$ cat config.mk
export PLATFORM = sky130hd
export DESIGN_NAME = bus_arb2
export DESIGN_NICKNAME = d
export VERILOG_FILES = /design/src/rtl/bus_arb2.sv
export SDC_FILE = /design/constraint.sdc
export NUM_CORES = 1
export LEC_CHECK = 0
export ABC_AREA = 1
export BUFFER_PORTS_ARGS = -buffer_cell sky130_fd_sc_hd__buf_4
export CAP_MARGIN = 30
export CORE_AREA = 2 2 121 123
export DETAILED_ROUTE_END_ITERATION = 12
export DIE_AREA = 0 0 123 125
export PLACE_DENSITY = 0.85
export RECOVER_POWER = 25
export SKIP_CTS_REPAIR_TIMING = 1
export SLEW_MARGIN = 20
export SYNTH_ARGS = -nofsm -noshare
export SYNTH_HDL_FRONTEND = slang
export SYNTH_SLANG_ARGS = --single-unit
$ cat constraint.sdc
create_clock -name clk -period 4.99 [get_ports clk]
set_clock_uncertainty 0.1 [all_clocks]
set_input_delay 0.2495 -clock clk [delete_from_list [all_inputs] [get_ports clk]]
set_output_delay 0.2495 -clock clk [all_outputs]
set_load 0.005 [all_outputs]
$ cat src/rtl/bus_arb2.sv
// bus_arb2: two-master arbiter for a simplified AHB-lite slave port.
//
// m0 (instruction fetch) and m1 (data) share one slave port s. Each master
// has a one-entry address buffer so that an address phase accepted while the
// slave is busy, or while the other master wins, is never dropped. The data
// phase is routed back to the master that owns it.
//
// Ports
//   clk, rstn                   clock, asynchronous active-low reset
//   mN_htrans/hwrite/hprot      address-phase request and control from master N
//   mN_hsize[1:0], mN_haddr     transfer size and address from master N
//   mN_hwdata                   write data, held by master N over its data phase
//   mN_hrdata, mN_hresp         slave response, zero unless N owns the data phase
//   mN_hready                   per-master ready
//   s_*                         slave-side address/control/write data outputs
//   s_hrdata, s_hresp, s_hready slave response inputs
//
// Parameter RR: 1 = round-robin on contention, 0 = m1 always wins a tie.
module bus_arb2 #(
  parameter bit RR = 1'b1
) (
  input  logic        clk,
  input  logic        rstn,
  input  logic        m0_htrans,
  input  logic        m0_hwrite,
  input  logic        m0_hprot,
  input  logic [1:0]  m0_hsize,
  input  logic [31:0] m0_haddr,
  input  logic [31:0] m0_hwdata,
  output logic [31:0] m0_hrdata,
  output logic        m0_hresp,
  output logic        m0_hready,
  input  logic        m1_htrans,
  input  logic        m1_hwrite,
  input  logic        m1_hprot,
  input  logic [1:0]  m1_hsize,
  input  logic [31:0] m1_haddr,
  input  logic [31:0] m1_hwdata,
  output logic [31:0] m1_hrdata,
  output logic        m1_hresp,
  output logic        m1_hready,
  output logic        s_htrans,
  output logic        s_hwrite,
  output logic        s_hprot,
  output logic [1:0]  s_hsize,
  output logic [31:0] s_haddr,
  output logic [31:0] s_hwdata,
  input  logic [31:0] s_hrdata,
  input  logic        s_hresp,
  input  logic        s_hready
);

  typedef enum logic [1:0] {StNone = 2'd0, StBuf = 2'd1, StData = 2'd2} mst_e;
  typedef enum logic [1:0] {OwnNone = 2'd0, OwnM0 = 2'd1, OwnM1 = 2'd2} own_e;

  // Master inputs gathered into arrays indexed by master number.
  logic        in_trans [2];
  logic        in_write [2];
  logic        in_prot  [2];
  logic [1:0]  in_size  [2];
  logic [31:0] in_addr  [2];

  assign in_trans[0] = m0_htrans;
  assign in_trans[1] = m1_htrans;
  assign in_write[0] = m0_hwrite;
  assign in_write[1] = m1_hwrite;
  assign in_prot[0]  = m0_hprot;
  assign in_prot[1]  = m1_hprot;
  assign in_size[0]  = m0_hsize;
  assign in_size[1]  = m1_hsize;
  assign in_addr[0]  = m0_haddr;
  assign in_addr[1]  = m1_haddr;

  mst_e        st_q [2];
  mst_e        st_d [2];
  own_e        own_q, own_d;
  logic        last_q, last_d;  // last granted master: 0 = m0, 1 = m1
  logic        buf_write_q [2];
  logic        buf_write_d [2];
  logic        buf_prot_q  [2];
  logic        buf_prot_d  [2];
  logic [1:0]  buf_size_q  [2];
  logic [1:0]  buf_size_d  [2];
  logic [31:0] buf_addr_q  [2];
  logic [31:0] buf_addr_d  [2];

  logic hready [2];
  logic live   [2];
  logic cand   [2];
  logic issue;
  logic win;  // winning master when issue is set

  // State register.
  always_ff @(posedge clk or negedge rstn) begin
    if (!rstn) begin
      for (int n = 0; n < 2; n++) begin
        st_q[n]        <= StNone;
        buf_write_q[n] <= 1'b0;
        buf_prot_q[n]  <= 1'b0;
        buf_size_q[n]  <= 2'b00;
        buf_addr_q[n]  <= 32'h0;
      end
      own_q  <= OwnNone;
      last_q <= 1'b1;
    end else begin
      for (int n = 0; n < 2; n++) begin
        st_q[n]        <= st_d[n];
        buf_write_q[n] <= buf_write_d[n];
        buf_prot_q[n]  <= buf_prot_d[n];
        buf_size_q[n]  <= buf_size_d[n];
        buf_addr_q[n]  <= buf_addr_d[n];
      end
      own_q  <= own_d;
      last_q <= last_d;
    end
  end

  // Per-master ready, candidates and winner selection.
  always_comb begin
    for (int n = 0; n < 2; n++) begin
      hready[n] = 1'b1;
      unique case (st_q[n])
        StNone:  hready[n] = 1'b1;
        StBuf:   hready[n] = 1'b0;
        StData:  hready[n] = s_hready;
        default: hready[n] = 1'b1;
      endcase
      live[n] = in_trans[n] & hready[n];
      cand[n] = live[n] | (st_q[n] == StBuf);
    end
    issue = s_hready & (cand[0] | cand[1]);
    if (cand[0] && cand[1]) begin
      win = RR ? ~last_q : 1'b1;
    end else begin
      win = cand[1];
    end
  end

  // Next-state logic.
  always_comb begin
    for (int n = 0; n < 2; n++) begin
      st_d[n]        = st_q[n];
      buf_write_d[n] = buf_write_q[n];
      buf_prot_d[n]  = buf_prot_q[n];
      buf_size_d[n]  = buf_size_q[n];
      buf_addr_d[n]  = buf_addr_q[n];
    end
    own_d  = own_q;
    last_d = last_q;
    for (int n = 0; n < 2; n++) begin
      if (issue && (win == 1'(n))) begin
        st_d[n] = StData;
      end else if (live[n]) begin
        // Accepted from the master but not issued: hold it for a later cycle.
        st_d[n]        = StBuf;
        buf_write_d[n] = in_write[n];
        buf_prot_d[n]  = in_prot[n];
        buf_size_d[n]  = in_size[n];
        buf_addr_d[n]  = in_addr[n];
      end else if ((st_q[n] == StData) && s_hready) begin
        st_d[n] = StNone;
      end
    end
    if (issue) begin
      own_d  = win ? OwnM1 : OwnM0;
      last_d = win;
    end else if (s_hready) begin
      own_d = OwnNone;
    end
  end

  // Outputs.
  always_comb begin
    s_htrans = 1'b0;
    s_hwrite = 1'b0;
    s_hprot  = 1'b0;
    s_hsize  = 2'b00;
    s_haddr  = 32'h0;
    if (issue) begin
      s_htrans = 1'b1;
      if (st_q[win] == StBuf) begin
        s_hwrite = buf_write_q[win];
        s_hprot  = buf_prot_q[win];
        s_hsize  = buf_size_q[win];
        s_haddr  = buf_addr_q[win];
      end else begin
        s_hwrite = in_write[win];
        s_hprot  = in_prot[win];
        s_hsize  = in_size[win];
        s_haddr  = in_addr[win];
      end
    end

    s_hwdata = 32'h0;
    unique case (own_q)
      OwnM0:   s_hwdata = m0_hwdata;
      OwnM1:   s_hwdata = m1_hwdata;
      default: s_hwdata = 32'h0;
    endcase

    m0_hready = hready[0];
    m1_hready = hready[1];
    m0_hrdata = (own_q == OwnM0) ? s_hrdata : 32'h0;
    m0_hresp  = (own_q == OwnM0) ? s_hresp  : 1'b0;
    m1_hrdata = (own_q == OwnM1) ? s_hrdata : 32'h0;
    m1_hresp  = (own_q == OwnM1) ? s_hresp  : 1'b0;
  end

endmodule

==> impl_metrics.env <==
export IMPL_outcome="finished with violations"
export IMPL_violations="max-capacitance violations, max-slew violations"
export IMPL_coreArea_sq_um=14200
export IMPL_grt_pass1_vias=6734
export IMPL_wl_met2_um=11100
export IMPL_critPathCaptureType="output port"
export IMPL_first_iter_violations=797
export IMPL_clock_path_buffers=2
export IMPL_start_util=0.406
export IMPL_netlist_top_cells_count="nand2_1, nand3_1, dfrtp_1"
export IMPL_rsz0062_at_grt="false"
export IMPL_crit_type="reg -> out"
export IMPL_drtPass1Iterations=7
export IMPL_yosys_top_cells_area="dfrtp_1, nand2_1, nand3_1, inv_1, nor2_1"
export IMPL_hold_viol=0
export IMPL_viasPerCell=5.17
export IMPL_synth_async_reset_ratio=1.00
export IMPL_tightest_slew_ps=1630
export IMPL_synth_warnings=0
export IMPL_num_vias=7319
export IMPL_antenna_found_initial=2
export IMPL_dp_hpwl_um=16800
export IMPL_post_route_period_util=0.676
export IMPL_synth_edf_count=0
export IMPL_grt_pass1_wl_um=35000
export IMPL_setup_viol=0
export IMPL_top_layer="met4"
export IMPL_synth_flop_cell="dfrtp_1"
export IMPL_die_height_um=125
export IMPL_routed_wl_um=23300
export IMPL_grt_max_degree=64
export IMPL_synth_seq_area_share=0.343
export IMPL_maxCapViolCount=1
export IMPL_die_x_um=123
export IMPL_relSlewSlack=-0.0869
export IMPL_vdd_drop_max_v=0.000571
export IMPL_path_clk_slew_ps=60
export IMPL_synth_top_cell_area_share=0.339
export IMPL_wl_met1_um=8990
export IMPL_grt_remaining_overflow=0
export IMPL_start_kind="flop"
export IMPL_power_density_nw_per_um2=624
export IMPL_min_path_type="in -> reg"
export IMPL_htreeDepth=3
export IMPL_cts_root_buf="clkbuf_16"
export IMPL_drc=0
export IMPL_nets=1401
export IMPL_finalCriticalPeriod_ps=3380
export IMPL_cts_buffers=9
export IMPL_io_pins=311
export IMPL_fmax_mhz=296
export IMPL_syn_area_per_cell_sq_um=5.98
export IMPL_synth_cell_types=22
export IMPL_setup_tns_ps=0
export IMPL_power_w=0.00523
export IMPL_clock_latency_ps=340
export IMPL_yosys_area_top_type="dfrtp_1"
export IMPL_gp_congestion=0.867
export IMPL_synthCells=964
export IMPL_cts_tree="done"
export IMPL_cp_max_fo=43
export IMPL_num_rows=44
export IMPL_critPathRequiredTime_ps=4640
export IMPL_yosysMostFrequentCell="nand2_1"
export IMPL_synthToLayoutAreaGrowth_pct=45.2
export IMPL_ant_nets=0
export IMPL_grt_usage=0.292
export IMPL_cp_arrival_ps=3030
export IMPL_drive_gt1_frac=0.286
export IMPL_port_buffers=310
export IMPL_power_leakage_nw=5.04
export IMPL_wl_per_cell_um=16.4
export IMPL_drv_slew=26
export IMPL_clock_sinks=79
export IMPL_die_area_sq_um=15400
export IMPL_n_fill_cell=1404
export IMPL_synth_seq_cells=79
export IMPL_synth_nets=1140
export IMPL_syn_area_sq_um=5760
export IMPL_routed_wl_met3_um=2700
-- logic make-up (layout without fill, tap and decap cells) --
| group | count (synthesis) | count (layout) | synth area share |
|---|---|---|---|
| adders and majority gates | 2 | 2 | 0.00434 |
| buffers and inverters | 150 | 416 | 0.118 |
| AOI/OAI and AO/OA | 40 | 40 | 0.0369 |
| and+or+nand+nor | 693 | 693 | 0.498 |
| DFF | 79 | 79 | 0.343 |
| other | 0 | 2 | 0 |
-- cells in the final DEF (no fill, tap or decap), types with 2 or more instances in the layout --
cell type / count
o21ai_0: 2
nor2_1: 74
o211ai_1: 2
nand3_2: 4
nand2_1: 426
buf_12: 3
dfrtp_1: 78
inv_1: 74
clkbuf_1: 4
nand3_1: 181
ha_2: 2
nand2_2: 7
buf_4: 316
clkbuf_16: 9
diode_2: 2
a21oi_1: 33
inv_2: 4
-- layer usage --
metal / global-route usage / vias to the layer above
met4: 0.0943 / 0
met1: 0.374 / 3381
li1: - / 3513
met5: 0 / -
met3: 0.0858 / 31
met2: 0.470 / 394
-- sequential cells by signal, indices dropped and copies added, names as in the netlist --
| register | cells |
|---|---|
| buf_addr_q | 64 |
| buf_prot_q | 2 |
| buf_size_q | 4 |
| buf_write_q | 2 |
| last_q | 1 |
| own_q | 2 |
| st_q | 4 |
-- final timing paths --
path | start | to | slack (ps) | cells after the start
setup / recovery | st_q[2]$_DFFE_PN0P_ | s_haddr[10] | 1610 | 11
hold / removal | m0_haddr[18] | buf_addr_q[50]$_DFFE_PN0P_ | 40 | 3
setup reg to reg | st_q[2]$_DFFE_PN0P_ | buf_addr_q[63]$_DFFE_PN0P_ | 2060 | 10
hold reg to reg | buf_addr_q[53]$_DFFE_PN0P_ | buf_addr_q[53]$_DFFE_PN0P_ | 370 | 2
max in group asynchronous | rstn | last_q$_DFFE_PN1P_ | 3000 | 3
min in group asynchronous | rstn | buf_addr_q[5]$_DFFE_PN0P_ | 760 | 2
-- report_power, final --
group,switching [W],internal (W)
clock,0.000262,0.000351
combinational,0.00211,0.00138
sequential,0.000177,0.000954
total,0.00255,0.00268
-- layout make-up --
type	count	area, sq um	area share
Tap cell	184	230	0.0275
Sequential cell	79	1980	0.236
Timing Repair Buffer	322	2470	0.295
Multi-Input combinational cell	735	3120	0.373
Inverter	78	293	0.0350
Clock buffer	13	250	0.0299
Antenna cell	2	5.00	0.000598
Clock inverter	3	21.3	0.00254
-- through the flow --
| stage | worst slack, ps | cell area [sq um] | hold slack [ps] | instances | utilization |
|---|---|---|---|---|---|
| 5_1_grt | 1490 | 8370 | 49.3 | 1416 | 0.589 |
| 3_5_place_dp | 2050 | 8070 | 100 | 1396 | 0.568 |
| 6_report | 1610 | 8370 | 43.2 | 1416 | 0.589 |
| 2_1_floorplan | 3160 | 5760 | -146 | 964 | - |
| 4_1_cts | 1730 | 8340 | -260 | 1412 | 0.587 |
| 3_3_place_gp | 2090 | 8000 | 354 | 1393 | 0.563 |
-- worst max-delay path, cell delays in order (launching register included) --
cell	delay (ps)
dfrtp_1	410
inv_1	110
nand3_2	100
nand3_2	120
nand2_1	90
nand2_2	220
nand2_2	70
nand2_2	630
buf_4	460
nor2_1	110
nor2_1	190
buf_4	140
Note: power is estimated with default switching activity, not from simulation.
